--- src/rtl/q2a03_pkg.sv ---
// Shared types and constants for the 2A03 bus-side blocks (OAM DMA, CPU core, APU).
package q2a03_pkg;

  typedef logic [7:0]  reg8_type;
  typedef logic [15:0] reg16_type;

  typedef enum logic [2:0] {
    IDLE  = 3'd0,
    HALT  = 3'd1,
    ALIGN = 3'd2,
    READ  = 3'd3,
    WRITE = 3'd4,
    DONE  = 3'd5
  } dma_state_t;

  localparam reg16_type   TRIGGER_ADDR_DEF = 16'h4014;
  localparam reg16_type   OAM_ADDR_DEF     = 16'h2004;
  localparam int unsigned CLK_DIV_DEF      = 12;
  localparam int unsigned PHY2_START_DEF   = 6;

endpackage

--- src/rtl/q2a03_phase_div.sv ---
// Master-clock divider: tick counter giving the CPU-cycle wrap strobe, phase-2 and cycle parity.
module q2a03_phase_div
  import q2a03_pkg::*;
#(
  parameter int unsigned CLK_DIV    = CLK_DIV_DEF,
  parameter int unsigned PHY2_START = PHY2_START_DEF
) (
  input  logic G_clock,
  input  logic G_reset,
  input  logic G_ready,
  output logic wrap,
  output logic phy2,
  output logic odd
);

  localparam int unsigned TW = (CLK_DIV > 1) ? $clog2(CLK_DIV) : 1;

  logic [TW-1:0] tick_q;
  logic          odd_q;

  assign wrap = G_ready && (tick_q == TW'(CLK_DIV - 1));
  assign phy2 = (tick_q >= TW'(PHY2_START));
  assign odd  = odd_q;

  always_ff @(posedge G_clock) begin
    if (!G_reset) begin
      tick_q <= '0;
      odd_q  <= 1'b0;
    end else if (wrap) begin
      tick_q <= '0;
      odd_q  <= ~odd_q;
    end else if (G_ready) begin
      tick_q <= tick_q + 1'b1;
    end
  end

endmodule

--- src/rtl/q2a03_oam_dma.sv ---
// Sprite DMA engine: halts the CPU on a $4014 write and streams one page into OAM, else bus passthrough.
module q2a03_oam_dma
  import q2a03_pkg::*;
#(
  parameter int unsigned CLK_DIV      = CLK_DIV_DEF,
  parameter int unsigned PHY2_START   = PHY2_START_DEF,
  parameter reg16_type   TRIGGER_ADDR = TRIGGER_ADDR_DEF,
  parameter reg16_type   OAM_ADDR     = OAM_ADDR_DEF
) (
  input  logic        G_clock,
  input  logic        G_reset,
  input  logic        G_ready,
  input  logic [15:0] cpu_addr,
  input  logic [7:0]  cpu_wr_data,
  input  logic        cpu_rdwr,
  output logic [7:0]  cpu_rd_data,
  output logic        cpu_ready,
  output logic [15:0] bus_addr,
  output logic [7:0]  bus_wr_data,
  output logic        bus_rdwr,
  input  logic [7:0]  bus_rd_data,
  output logic        bus_phy2,
  output logic        dma_active
);

  dma_state_t state_q, state_d;
  logic       halt_q, halt_d;
  reg8_type   idx_q, idx_d;
  reg8_type   page_q, page_d;
  reg8_type   data_q, data_d;
  logic       wrap;
  logic       odd;

  q2a03_phase_div #(
    .CLK_DIV    (CLK_DIV),
    .PHY2_START (PHY2_START)
  ) u_phase_div (
    .G_clock (G_clock),
    .G_reset (G_reset),
    .G_ready (G_ready),
    .wrap    (wrap),
    .phy2    (bus_phy2),
    .odd     (odd)
  );

  always_ff @(posedge G_clock) begin
    if (!G_reset) begin
      state_q <= IDLE;
      halt_q  <= 1'b0;
      idx_q   <= '0;
      page_q  <= '0;
      data_q  <= '0;
    end else begin
      state_q <= state_d;
      halt_q  <= halt_d;
      idx_q   <= idx_d;
      page_q  <= page_d;
      data_q  <= data_d;
    end
  end

  always_comb begin
    state_d = state_q;
    halt_d  = halt_q;
    idx_d   = idx_q;
    page_d  = page_q;
    data_d  = data_q;
    if (wrap) begin
      unique case (state_q)
        IDLE: begin
          if (!cpu_rdwr && cpu_addr == TRIGGER_ADDR) begin
            page_d  = cpu_wr_data;
            idx_d   = '0;
            halt_d  = 1'b1;
            state_d = HALT;
          end
        end
        // odd is the parity of the HALT cycle; the next cycle is odd when this one is even
        HALT:  state_d = odd ? READ : ALIGN;
        ALIGN: state_d = READ;
        READ: begin
          data_d  = bus_rd_data;
          state_d = WRITE;
        end
        WRITE: begin
          // 8-bit increment also returns idx to zero after the last byte
          idx_d   = idx_q + 8'd1;
          state_d = (idx_q == 8'hFF) ? DONE : READ;
        end
        DONE: begin
          halt_d  = 1'b0;
          state_d = IDLE;
        end
        default: state_d = IDLE;
      endcase
    end
  end

  always_comb begin
    bus_addr    = cpu_addr;
    bus_wr_data = cpu_wr_data;
    bus_rdwr    = cpu_rdwr;
    unique case (state_q)
      READ: begin
        bus_addr = {page_q, idx_q};
        bus_rdwr = 1'b1;
      end
      WRITE: begin
        bus_addr    = OAM_ADDR;
        bus_rdwr    = 1'b0;
        bus_wr_data = data_q;
      end
      default: ;
    endcase
  end

  assign cpu_rd_data = bus_rd_data;
  assign cpu_ready   = G_ready & ~halt_q;
  assign dma_active  = (state_q != IDLE);

endmodule

--- config.mk ---
export PLATFORM = sky130hd
export DESIGN_NAME = q2a03_oam_dma
export DESIGN_NICKNAME = d
export VERILOG_FILES = /design/src/rtl/q2a03_pkg.sv /design/src/rtl/q2a03_phase_div.sv /design/src/rtl/q2a03_oam_dma.sv
export SDC_FILE = /design/constraint.sdc
export NUM_CORES = 1
export LEC_CHECK = 0
export ABC_AREA = 1
export BUFFER_PORTS_ARGS = -buffer_cell sky130_fd_sc_hd__buf_2
export CAP_MARGIN = 15
export CORE_MARGIN = 1
export CORE_UTILIZATION = 42
export CTS_CLUSTER_SIZE = 10
export DETAILED_ROUTE_END_ITERATION = 10
export MAX_ROUTING_LAYER = met4
export PLACE_DENSITY = 0.78
export SLEW_MARGIN = 20
export SYNTH_ARGS = -nofsm -noshare
export SYNTH_HDL_FRONTEND = slang
export SYNTH_SLANG_ARGS = --single-unit
--- constraint.sdc ---
create_clock -name G_clock -period 1.65 [get_ports G_clock]
set_input_delay 0.2475 -clock G_clock [delete_from_list [all_inputs] [get_ports G_clock]]
set_output_delay 0.2475 -clock G_clock [all_outputs]
set_load 0.02 [all_outputs]
### Word-level counts from Yosys, hierarchy flattened

Index checks and enable logic that the tools add are counted.

* $lt $le $gt $ge: 1
* eq/ne operators: 9
* shifts and indexed selects: 0
* reductions and logical operators: 13
* divide/modulo/power cells: 0
* bitwise gates (word level): 4
* multiply operators: 0
* add/sub/neg operators: 2
* mux-type cells: 11

Operators with widths (number)
* 16-bit one-hot mux with 2 select lines: 1
* 16-bit by 15-bit == test with 1-bit output, second input constant: 1
* 8-bit 2-to-1 mux: 2
* 8-bit one-hot mux with 2 select lines: 1
* 3-bit one-hot mux with 5 select lines: 1
* 3-bit AND reduction: 3
* 8-bit by 1-bit adder with 8-bit output, second input constant: 1
* 8-bit == test, second input constant: 1
* 3-bit by 2-bit == test with 1-bit output, second input constant: 2
* 3-bit == test, second input constant: 2
* 3-bit 2-to-1 mux: 2
* 4-bit by 1-bit adder with 4-bit output, second input constant: 1
* 4-bit == test, second input constant: 1
* 4-bit by 3-bit greater-or-equal comparator with 1-bit output, second input constant: 1
* 1-bit one-hot mux with 2 select lines: 2
* 2-bit AND reduction: 2
* 2-bit nonzero test: 2
* 3-bit by 1-bit == test with 1-bit output, second input constant: 1
* 3-bit logical NOT: 1
* 1-bit NOT: 3
* 3-bit nonzero test: 1
* 1-bit logical AND: 2
* 1-bit 2-to-1 mux: 2
* 2-bit inequality test, second input constant: 1
* 3 further kinds: 3

* memories kept: 0
* output and inout bits: 36
* bits in writable memories: 0
* bits in registers: 33
* word-level logic and storage cells: 47
* bits in latches: 0
* input port bits: 36
* ROM bits: 0

### Logic depth before layout (Yosys ltp)

Gate-level depths: netlist of run 1.

* depth in word-level cells: 4
* gate-level depth with buffers: 10

### By module

A second synthesis of run 1 with hierarchy kept.

* cells, all modules: 303
* area total of the unflattened synthesis: 1919.3 um^2

By module, submodules not included
* q2a03_oam_dma: times used 1, cells each 268, area an instance 1659.1 um^2, sequential area each 560.5 um^2
* q2a03_phase_div: times used 1, cells each 35, area an instance 260.2 um^2, sequential area each 100.1 um^2

### Worst setup path after synthesis of run 1

Ideal clock, no wire load.

* kind: register -> output
* start point: register state_q[1]
* end point: output port bus_addr[13]
* arrival time: 1260 ps
* path slack: 143 ps
* stages on the path, launching flop included: 7
* data required time: 1402 ps
* path buffers: 0
* cell sequence: dfxtp_1 nand2_1 nor2_2 inv_2 nand2_4 inv_1 a21oi_1

* cells in the longest elaborated chain, start to end: 2
* elaborated cells on any way between the ends: 3

RTL lines
* start, declared: RTL line q2a03_oam_dma.sv:26 `dma_state_t state_q, state_d;`
* start signal, assigned: RTL line q2a03_oam_dma.sv:54 `state_q <= state_d;`
* 3-bit == test or 3-bit by 2-bit == test with 1-bit output (tied branches): RTL line q2a03_oam_dma.sv:103 `unique case (state_q)`
* 16-bit one-hot mux with 2 select lines *: RTL line q2a03_oam_dma.sv:103
* end, declared: RTL line q2a03_oam_dma.sv:18 `output logic [15:0] bus_addr,`

Mark *: on every way between the ends. The rest lies on a longest branch, timed or not.

### Final worst setup path of run 1

* start point: register state_q[1]
* end point: output port bus_addr[8]

The elaborated chain is that of the path after synthesis.

==> results of run 1 <==
worst max-delay path, cell delays in order (launching register included):
cell	delay, ns
dfxtp_4	0.38
nand2_4	0.06
nor2_4	0.09
inv_2	0.06
nand2_4	0.09
clkinvlp_4	0.16
a22o_1	0.21
buf_2	0.15
kinds of logic after synthesis:
family | count (synthesis) | share of synthesized area [%]
simple gates | 166 | 37.55
flops | 33 | 32.94
buf+inv | 56 | 12.79
compound gates | 54 | 14.85
fa+ha+maj | 3 | 1.872
where the power goes:
group          internal (W)  total [W]  leakage [nW]  switching (W)
sequential         0.000796   0.000799         0.269     0.00000317
clock              0.000277   0.000552        0.0399       0.000275
combinational      0.000115   0.000263          1.04       0.000147
area by class of cell:
class | instances | area (um^2) | share of cell area (%)
multi-input cells | 223 | 1189 | 43.36
inverters | 40 | 160.2 | 5.842
well taps | 52 | 65.06 | 2.373
repair buffers | 88 | 574.3 | 20.95
clock inverters | 1 | 5.005 | 0.1826
repair inverters | 1 | 7.507 | 0.2738
clock buffers | 5 | 68.82 | 2.510
flip-flops and latches | 33 | 671.9 | 24.51
worst max path at each step:
stage,startpoint,cells after the start,endpoint
detailed placement,u_phase_div.tick_q[0]$_SDFFE_PP0P_,8,page_q[0]$_SDFFE_PN0P_
finish,state_q[1]$_SDFFE_PN0P_,7,bus_addr[8]
floorplan,state_q[1]$_SDFFE_PN0P_,6,bus_addr[13]
CTS,state_q[1]$_SDFFE_PN0P_,7,bus_addr[1]
global route,state_q[1]$_SDFFE_PN0P_,7,bus_addr[11]
global placement,u_phase_div.tick_q[0]$_SDFFE_PP0P_,8,page_q[0]$_SDFFE_PN0P_
metrics by stage:
stage / hold WS, ns / utilization [%] / instances
6_report: 0.1981 / 61.27 / 443
2_1_floorplan: 0.3824 / - / 312
5_1_grt: 0.2150 / 61.27 / 443
3_3_place_gp: 0.4614 / 53.36 / 428
3_5_place_dp: 0.4610 / 53.36 / 428
4_1_cts: 0.1954 / 57.21 / 439
state kept, by name, summed over array words and instances, names as in the netlist:
name,count
idx_q,8
data_q,8
u_phase_div.tick_q,4
state_q,3
halt_q,1
u_phase_div.odd,1
page_q,8
metal layers:
| layer | up-vias | GRT usage (%) | routed length, um |
|---|---|---|---|
| met5 | - | - | 0 |
| met4 | 0 | 6.889 | 68 |
| met3 | 7 | 4.843 | 369 |
| met2 | 86 | 39.64 | 2856 |
| met1 | 1026 | 29.18 | 2478 |
| li1 | 1161 | - | - |
Yosys cell counts (2+ instances only):
library cell / number / share of area, %
nor2_4: 2 / 1.1
o22ai_1: 4 / 1.2
nand2_2: 2 / 0.62
o21ai_0: 31 / 7.7
a21oi_1: 11 / 2.7
nand2_1: 72 / 13
nor2_1: 56 / 10
a22o_1: 5 / 2.2
buf_2: 4 / 1.0
buf_4: 9 / 3.4
dfxtp_1: 33 / 33
clkbuf_1: 2 / 0.37
or2_2: 2 / 0.62
nor3_1: 3 / 0.75
nand4_1: 11 / 3.4
o21ai_1: 2 / 0.50
inv_1: 35 / 6.6
inv_2: 5 / 0.94
nand3_2: 2 / 1.0
nand2_4: 2 / 1.1
nor2_2: 3 / 0.94
ha_1: 3 / 1.9
nand3_1: 8 / 2.0
what timing repair did:
item                                    in CTS  in global routing
cloned                                       0                  1
endpoints found under the hold margin        0                  0
gates resized for setup                     25                 46
hold buffers                                 0                  0
pin swaps                                    6                  8
setup buffers                                5                  3
endpoints found under the setup margin      25                 32
==> results.py, run 1 <==
metrics = {
    "setup_path": {
        "reg2regPathDepth": 8,
        "end_kind": "output port",
        "start_kind": "register",
        "r2r_slack_ns": 0.11,
        "rr_endpoint": "page_q[5]$_SDFFE_PN0P_",
        "path_class": "register to output port",
        "r2r_start": "u_phase_div.tick_q[0]$_SDFFE_PP0P_",
        "worst-path-max-fanout": 8,
        "arrival_ns": 1.50,
        "cp.required_ns": 1.40,
    },
    "run_status": {
        "violations": "DRC, setup timing",
        "status": "finished, violations left",
    },
    "yosys": {
        "ys_seq_area_share_pct": 32.94,
        "syn_area_um2": 2006,
        "ys.flop_type": "dfxtp_1",
        "synth_edf_count": 0,
        "synth_cell_type_count": 28,
        "ys_ff_latch": 33,
        "yosys_warnings": 0,
        "synth.net_count": 351,
        "syn_avg_cell_area_um2": 6.428,
        "syn-instance-count": 312,
        "postSynth.asyncResetShare_pct": 0,
    },
    "floorplan": {
        "row_count": 24,
        "dieArea_um2": 5056,
        "ios": 72,
        "initial_utilization_pct": 44.83,
        "die_x_um": 71.11,
        "core_um2": 4474,
        "dieHeight_um": 71.11,
    },
    "power": {
        "p_total_w": 0.001613,
        "vdd_drop_max_v": 0.0004754,
        "p_per_area_nw_per_um2": 588.5,
        "leakage_nw": 1.345,
    },
    "final_layout": {
        "area_delta_synth_final_pct": 36.68,
        "fin_area_um2": 2741,
        "fillerInstances": 384,
        "final_cell_mix": "nand2_1 (60), nor2_1 (55), buf_2 (54)",
        "nets": 431,
        "final_common_cell": "nand2_1",
        "drive_above_1_share_pct": 36.06,
        "antenna_cells": 0,
    },
    "clocking": {
        "h-tree-depth": 2,
        "cts.sinks": 33,
        "cts_root_buf": "clkbuf_8",
        "cts_tree": "done",
        "cts_buffers": 5,
        "clkTransAtPathRegs_ns": 0.06,
        "clk_path_buf_depth": 2,
        "insertion_delay_ns": 0.28,
    },
    "place": {
        "dpl_cell_area_um2": 2387,
        "hpwl_um": 4063,
        "pre_cts_slack_ns": 0.04679,
        "place_congestion": 0.9218,
        "io_buffer_count": 71,
    },
    "timing": {
        "rsz0062_at_grt": "yes",
        "setup_ws_ns": -0.09496,
        "slew_viol_final": 0,
        "clock_skew_ns": 0.003137,
        "hold_viol_final": 0,
        "setup_viol": 11,
        "max-slew-margin-rel_pct": 75.98,
        "final.setup.tns_ns": -0.6743,
        "min_period_ns": 1.745,
        "finalCritPeriodShare_pct": 105.8,
        "max_clock_freq_ghz": 0.5731,
        "tightestPinTransition_ns": 0.3591,
    },
    "grt": {
        "overflow": 0,
        "antenna_found_initial": 0,
        "grt_start_max_net_pins": 24,
        "grt_pass1_wl_um": 9301,
        "grt_usage_pct": 23.80,
        "grt_pass1_vias": 2067,
    },
    "hold_path": {
        "worstHoldEndpoint": "data_q[6]$_SDFFE_PN0P_",
        "hold_path.class": "input port to register",
        "holdCritStartpoint": "bus_rd_data[6]",
        "hold_depth": 3,
    },
    "route": {
        "via_per_inst": 5.147,
        "drt-total-wl_um": 5773,
        "vias": 2280,
        "drt_iter0_markers": 154,
        "drtPass1Iterations": 8,
        "drcViolationCount": 1,
        "wl_per_cell_um": 13.03,
        "postRouteAntennaNets": 0,
    },
    "flow_run": {
        "cap_violations": 0,
    },
}
(Power assumes the default switching activity.)
==> run 2: changes to the inputs <==
Settings changed: REMOVE_ABC_BUFFERS set to 1.
Clock period 1.65 ns to 2.1 ns, I/O delays scaled along.
==> run 2 against run 1 <==
Effect of this change: the flow finishes with violations (DRC); sequential share of layout area grew 2.2 points; core utilization shrank 5.7 points; total power shrank 10%; worst setup slack gained 0.22 ns; die area is the same; critical path depth shrank 2; largest power group is now clock; clock-buffer cell count grew 1; register-to-register slack gained 0.36 ns; clock power grew 15%; via count shrank 3.0%; critical endpoint is now bus_wr_data[7]; global-route usage grew 0.44 points.
==> results.py, run 2 (synthesis results as in run 1) <==
metrics = {
    "setup_path": {
        "path_class": "register to output port",
        "arrival_ns": 1.66,
        "start_kind": "register",
        "cp.required_ns": 1.78,
        "worst-path-max-fanout": 13,
        "end_kind": "output port",
    },
    "timing": {
        "max-slew-margin-rel_pct": 69.02,
        "max_clock_freq_ghz": 0.5055,
        "slew_viol_final": 0,
        "tightestPinTransition_ns": 0.4642,
        "finalCritPeriodShare_pct": 94.21,
        "clock_skew_ns": 0.008046,
        "final.setup.tns_ns": 0,
        "rsz0062_at_grt": "no",
        "setup_viol": 0,
        "min_period_ns": 1.978,
        "hold_viol_final": 0,
    },
    "clocking": {
        "cts_tree": "done",
        "clk_path_buf_depth": 2,
        "cts_buffers": 5,
        "cts_root_buf": "clkbuf_8",
        "hold_buffers": 0,
        "clkTransAtPathRegs_ns": 0.07,
        "insertion_delay_ns": 0.29,
        "h-tree-depth": 2,
        "cts.sinks": 33,
    },
    "route": {
        "vias": 2212,
        "drtPass1Iterations": 7,
        "wl_per_cell_um": 12.62,
        "via_per_inst": 5.109,
        "drcViolationCount": 1,
        "postRouteAntennaNets": 0,
        "drt-total-wl_um": 5466,
        "drt_iter0_markers": 174,
    },
    "floorplan": {
        "ios": 72,
        "row_count": 24,
        "die_x_um": 71.11,
        "dieArea_um2": 5056,
        "dieHeight_um": 71.11,
        "core_um2": 4474,
        "initial_utilization_pct": 44.83,
    },
    "final_layout": {
        "drive_above_1_share_pct": 28.35,
        "final_common_cell": "nand2_1",
        "fillerInstances": 428,
        "final_cell_mix": "nand2_1 (72), buf_2 (71), nor2_1 (56)",
        "largestRegisters": "data_q x8, idx_q x8, page_q x8",
        "antenna_cells": 0,
        "nets": 419,
        "area_delta_synth_final_pct": 24.02,
    },
    "grt": {
        "overflow": 0,
        "grt_pass1_wl_um": 9335,
        "antenna_found_initial": 0,
        "grt_pass1_vias": 2051,
        "grt_start_max_net_pins": 24,
        "grt_usage_pct": 24.23,
    },
    "run_status": {
        "violations": "DRC",
        "status": "finished, violations left",
    },
    "power": {
        "p_per_area_nw_per_um2": 581.0,
        "p_total_w": 0.001445,
        "vdd_drop_max_v": 0.0004116,
        "leakage_nw": 1.254,
    },
    "flow_run": {
        "cap_violations": 0,
    },
    "hold_path": {
        "hold_path.class": "input port to register",
    },
    "place": {
        "place_congestion": 0.9003,
        "hpwl_um": 4134,
        "io_buffer_count": 71,
    },
}
==> run 2: cell types whose count changed in the layout (fill, tap and decap cells not counted), moves of 4 or more <==
cell,delta
nand2_1,+12
nand2_2,-8
nand2_4,-4
buf_4,-16
buf_6,-11
o21ai_0,+5
buf_2,+17
==> run 2: stage by stage <==
| step | util [%] | instance area, um^2 | std cells | hold WS [ns] | setup WS, ns |
|---|---|---|---|---|---|
| floorplan | - | 1899 | 296 | 0.4363 | 0.2652 |
| global placement | 52.85 | 2365 | 425 | 0.4654 | 0.4528 |
| detailed placement | 52.85 | 2365 | 425 | 0.4651 | 0.4460 |
| CTS | 55.54 | 2485 | 433 | 0.2549 | 0.09892 |
| global route | 55.59 | 2487 | 433 | 0.2609 | 0.008256 |
| finish | 55.59 | 2487 | 433 | 0.2579 | 0.1216 |
==> run 2: power breakdown <==
part | internal [W] | leakage [nW] | switching, W
combinational | 0.0000686 | 0.930 | 0.000109
sequential | 0.000629 | 0.267 | 0.00000372
clock | 0.000386 | 0.0574 | 0.000249
==> run 2: final cells by class <==
type | instances | area, um^2 | area share, %
Clock buffer | 6 | 82.58 | 3.320
Timing Repair Buffer | 77 | 400.4 | 16.10
Inverter | 40 | 150.1 | 6.036
Sequential cell | 33 | 663.1 | 26.66
Clock inverter | 2 | 37.54 | 1.509
Tap cell | 52 | 65.06 | 2.616
Multi-Input combinational cell | 223 | 1089 | 43.76
==> run 2: path summary, 6_finish.rpt <==
check / start / to / slack (ns) / cells past startpoint
worst max register to register: u_phase_div.tick_q[1]$_SDFFE_PP0P_ / page_q[1]$_SDFFE_PN0P_ / 0.47 / 8
worst min-delay path: bus_rd_data[4] / data_q[4]$_SDFFE_PN0P_ / 0.26 / 3
worst max-delay path: state_q[2]$_SDFFE_PN0P_ / bus_wr_data[7] / 0.12 / 5
worst min register to register: u_phase_div.odd$_SDFFE_PN0P_ / u_phase_div.odd$_SDFFE_PN0P_ / 0.47 / 2
==> run 2: worst max-delay path, cell delays in order (launching register included) <==
cell and delay [ns]:
dfxtp_1 0.44, nand2_2 0.18, inv_1 0.39, nand2_1 0.12
nand2_1 0.09, buf_2 0.16
==> run 2: what timing repair did <==
item	CTS	global route
gates resized for setup	0	2
setup endpoints to repair	0	9
buffers inserted	0	0
==> run 2: metal layers <==
metal	share of wire, %	GRT usage, %	routed length (um)	vias to the layer above
met5	0	-	0	-
met4	2.7	10.67	150	0
met2	45	37.39	2438	96
li1	-	-	-	1131
met1	46	30.40	2489	969
met3	7.1	5.413	387	16
==> run 3: changes to the inputs <==
Settings changed: ABC_AREA 1 to not set, CELL_PAD_IN_SITES_DETAIL_PLACEMENT set to 0, CELL_PAD_IN_SITES_GLOBAL_PLACEMENT set to 1, CORE_UTILIZATION 42 to 37, PLACE_DENSITY 0.78 to 0.93.
==> run 3 against run 2 <==
Effect of this change: the run now ends clean; critical path depth increased by 2; combinational power rose by 4%; via count down 8.5%; core utilization fell by 3.3 points; first-iteration DRC count decreased by 32%; critical path type is now register to register.
==> results.py, run 3 <==
metrics = {
    "grt": {
        "grt-busiest-layer": "met2",
        "grt_start_max_net_pins": 18,
        "use_met1_pct": 28.02,
        "grt_util_met3_pct": 4.801,
        "use_met2_pct": 32.31,
        "antenna_found_initial": 0,
        "grt_usage_pct": 21.38,
        "grt_pass1_wl_um": 8590,
        "grt_pass1_vias": 1863,
        "overflow": 0,
    },
    "timing": {
        "slew_viol_final": 0,
        "rsz0062_at_grt": "yes",
        "hold_viol_final": 0,
        "max_clock_freq_ghz": 0.4779,
        "finalCritPeriodShare_pct": 99.64,
        "clock_skew_ns": 0.009704,
        "min_period_ns": 2.093,
        "max-slew-margin-rel_pct": 58.42,
        "setup_viol": 0,
        "tightestPinTransition_ns": 0.6223,
    },
    "clocking": {
        "h-tree-depth": 2,
        "clkTransAtPathRegs_ns": 0.08,
        "cts.sinks": 33,
        "cts_tree": "done",
        "insertion_delay_ns": 0.29,
        "cts_buffers": 5,
        "clk_path_buf_depth": 2,
        "hold_buffers": 0,
        "cts_root_buf": "clkbuf_8",
    },
    "hold_path": {
        "hold_path.class": "input port to register",
        "worstHoldEndpoint": "data_q[0]$_SDFFE_PN0P_",
        "hold_depth": 3,
        "holdCritStartpoint": "bus_rd_data[0]",
    },
    "place": {
        "place_congestion": 0.8204,
        "io_buffer_count": 71,
        "dp_cells": 375,
        "hpwl_um": 3910,
    },
    "setup_path": {
        "rr_endpoint": "idx_q[4]$_SDFFE_PN0P_",
        "cp.required_ns": 2.29,
        "arrival_ns": 2.28,
        "path_class": "register to register",
        "reg2regPathDepth": 7,
        "r2r_slack_ns": 0.007,
        "r2r_start": "u_phase_div.tick_q[1]$_SDFFE_PP0P_",
        "worst-path-max-fanout": 6,
        "start_kind": "register",
        "end_kind": "register",
    },
    "route": {
        "drt_iter0_markers": 119,
        "vias": 2023,
        "drt-total-wl_um": 5354,
        "drcViolationCount": 0,
        "drtPass1Iterations": 4,
        "postRouteAntennaNets": 0,
        "via_per_inst": 5.214,
        "wl_per_cell_um": 13.80,
    },
    "yosys": {
        "synthTopCellsByArea": "dfxtp_1 (35%), nand2_1 (10%), a22o_1 (6.4%)",
        "syn_avg_cell_area_um2": 7.864,
        "syn_area_um2": 1903,
        "yosys.area.top_type_share_pct": 34.71,
        "syn-instance-count": 242,
        "ys_ff_latch": 33,
        "yosys-top-cells-count": "nand2_1 (51), dfxtp_1 (33), nor2_1 (26), a22o_1 (14)",
        "yosys_warnings": 0,
        "ys.flop_type": "dfxtp_1",
        "postSynth.asyncResetShare_pct": 0,
        "synth_cell_type_count": 48,
        "synth_top_cell_by_area": "dfxtp_1",
        "ys_seq_area_share_pct": 34.71,
        "synth_edf_count": 0,
        "synth_most_common_cell": "nand2_1",
    },
    "floorplan": {
        "initial_utilization_pct": 39.25,
        "core_um2": 4848,
        "die_x_um": 73.72,
        "ios": 72,
        "dieHeight_um": 73.72,
        "dieArea_um2": 5434,
        "row_count": 25,
    },
    "final_layout": {
        "final_common_cell": "buf_2",
        "antenna_cells": 0,
        "nets": 359,
        "area_delta_synth_final_pct": 33.27,
        "fillerInstances": 494,
        "largestRegisters": "data_q x8, idx_q x8, page_q x8",
        "final_cells": 388,
        "final_cell_mix": "buf_2 (71), nand2_1 (51), dfxtp_1 (30)",
        "drive_above_1_share_pct": 36.14,
    },
    "power": {
        "p_per_area_nw_per_um2": 509.5,
        "vdd_drop_max_v": 0.0003476,
        "p_total_w": 0.001292,
        "leakage_nw": 1.133,
    },
    "flow_run": {
        "cap_violations": 0,
    },
    "run_status": {
        "status": "finished clean",
    },
}
[run 3: cell types whose count changed after synthesis, sizes merged, moves of 9 or more]
cell,previous run,this run
clkbuf,2,13
o21ai,33,3
inv,40,2
mux2i,0,10
nor2,61,26
a22o,5,14
nand2,76,51
[run 3: critical path, cell delays in order, from the launching register on]
cell      delay [ns]
dfxtp_2         0.35
ha_4            0.16
nand4b_4        0.10
or3_4           0.35
or3_4           0.45
buf_6           0.15
and3_4          0.16
o31a_1          0.27
[run 3: timing repair]
action                     4_1_cts  5_1_grt
setup endpoints to repair       10       13
pin swaps                        0        2
gates resized for setup          1       15
setup buffers                    0        5
[run 3: worst max path at each step]
stage	startpoint	endpoint
finish	u_phase_div.tick_q[1]$_SDFFE_PP0P_	idx_q[4]$_SDFFE_PN0P_
global route	u_phase_div.tick_q[1]$_SDFFE_PP0P_	idx_q[4]$_SDFFE_PN0P_
CTS	u_phase_div.tick_q[0]$_SDFFE_PP0P_	idx_q[3]$_SDFFE_PN0P_
detailed placement	cpu_addr[12]	idx_q[3]$_SDFFE_PN0P_
global placement	u_phase_div.tick_q[0]$_SDFFE_PP0P_	idx_q[3]$_SDFFE_PN0P_
floorplan	state_q[2]$_SDFFE_PN0P_	page_q[0]$_SDFFE_PN0P_
[run 3: layout make-up]
type | instances | area (um^2) | share of cell area (%)
Tap cell | 67 | 83.83 | 3.305
Multi-Input combinational cell | 182 | 1152 | 45.44
Clock inverter | 2 | 10.01 | 0.3947
Timing Repair Buffer | 95 | 539.3 | 21.26
Sequential cell | 33 | 666.9 | 26.30
Inverter | 3 | 11.26 | 0.4440
Clock buffer | 6 | 72.57 | 2.861
[run 3: per-layer routing]
| metal | wire length, um | up-vias |
|---|---|---|
| met3 | 295 | 8 |
| li1 | - | 1013 |
| met1 | 2529 | 935 |
| met2 | 2446 | 67 |
| met4 | 83 | 0 |
| met5 | 0 | - |
[run 3: kinds of logic (layout without fill, tap and decap cells)]
logic type      count (synthesis)  after routing  synth area share, %
compound gates                 50             50                19.46
xor+xnor                        3              3                1.381
fa+ha+maj                       3              3                1.973
buf+inv                        27            106                7.560
flops                          33             33                34.71
mux                            10             10                5.260
simple gates                  116            116                29.65
[run 3: report_power, final]
group          switching, W  internal, W
sequential       0.00000467     0.000629
combinational      0.000107    0.0000792
clock              0.000242     0.000230
total              0.000354     0.000938
[run 3: stage by stage]
| step | hold slack [ns] | area, um^2 | util, % | setup WS, ns | TNS (ns) |
|---|---|---|---|---|---|
| after floorplan | 0.4096 | 1770 | - | -0.5759 | -5.143 |
| after detailed placement | 0.4494 | 2359 | 48.65 | 0.01055 | 0 |
| final | 0.2658 | 2536 | 52.31 | 0.007474 | 0 |
| after global routing | 0.2717 | 2536 | 52.31 | -0.04821 | -0.04821 |
| after global placement | 0.4434 | 2359 | 48.65 | 0.07084 | 0 |
| after CTS | 0.2598 | 2442 | 50.37 | 0.007454 | 0 |
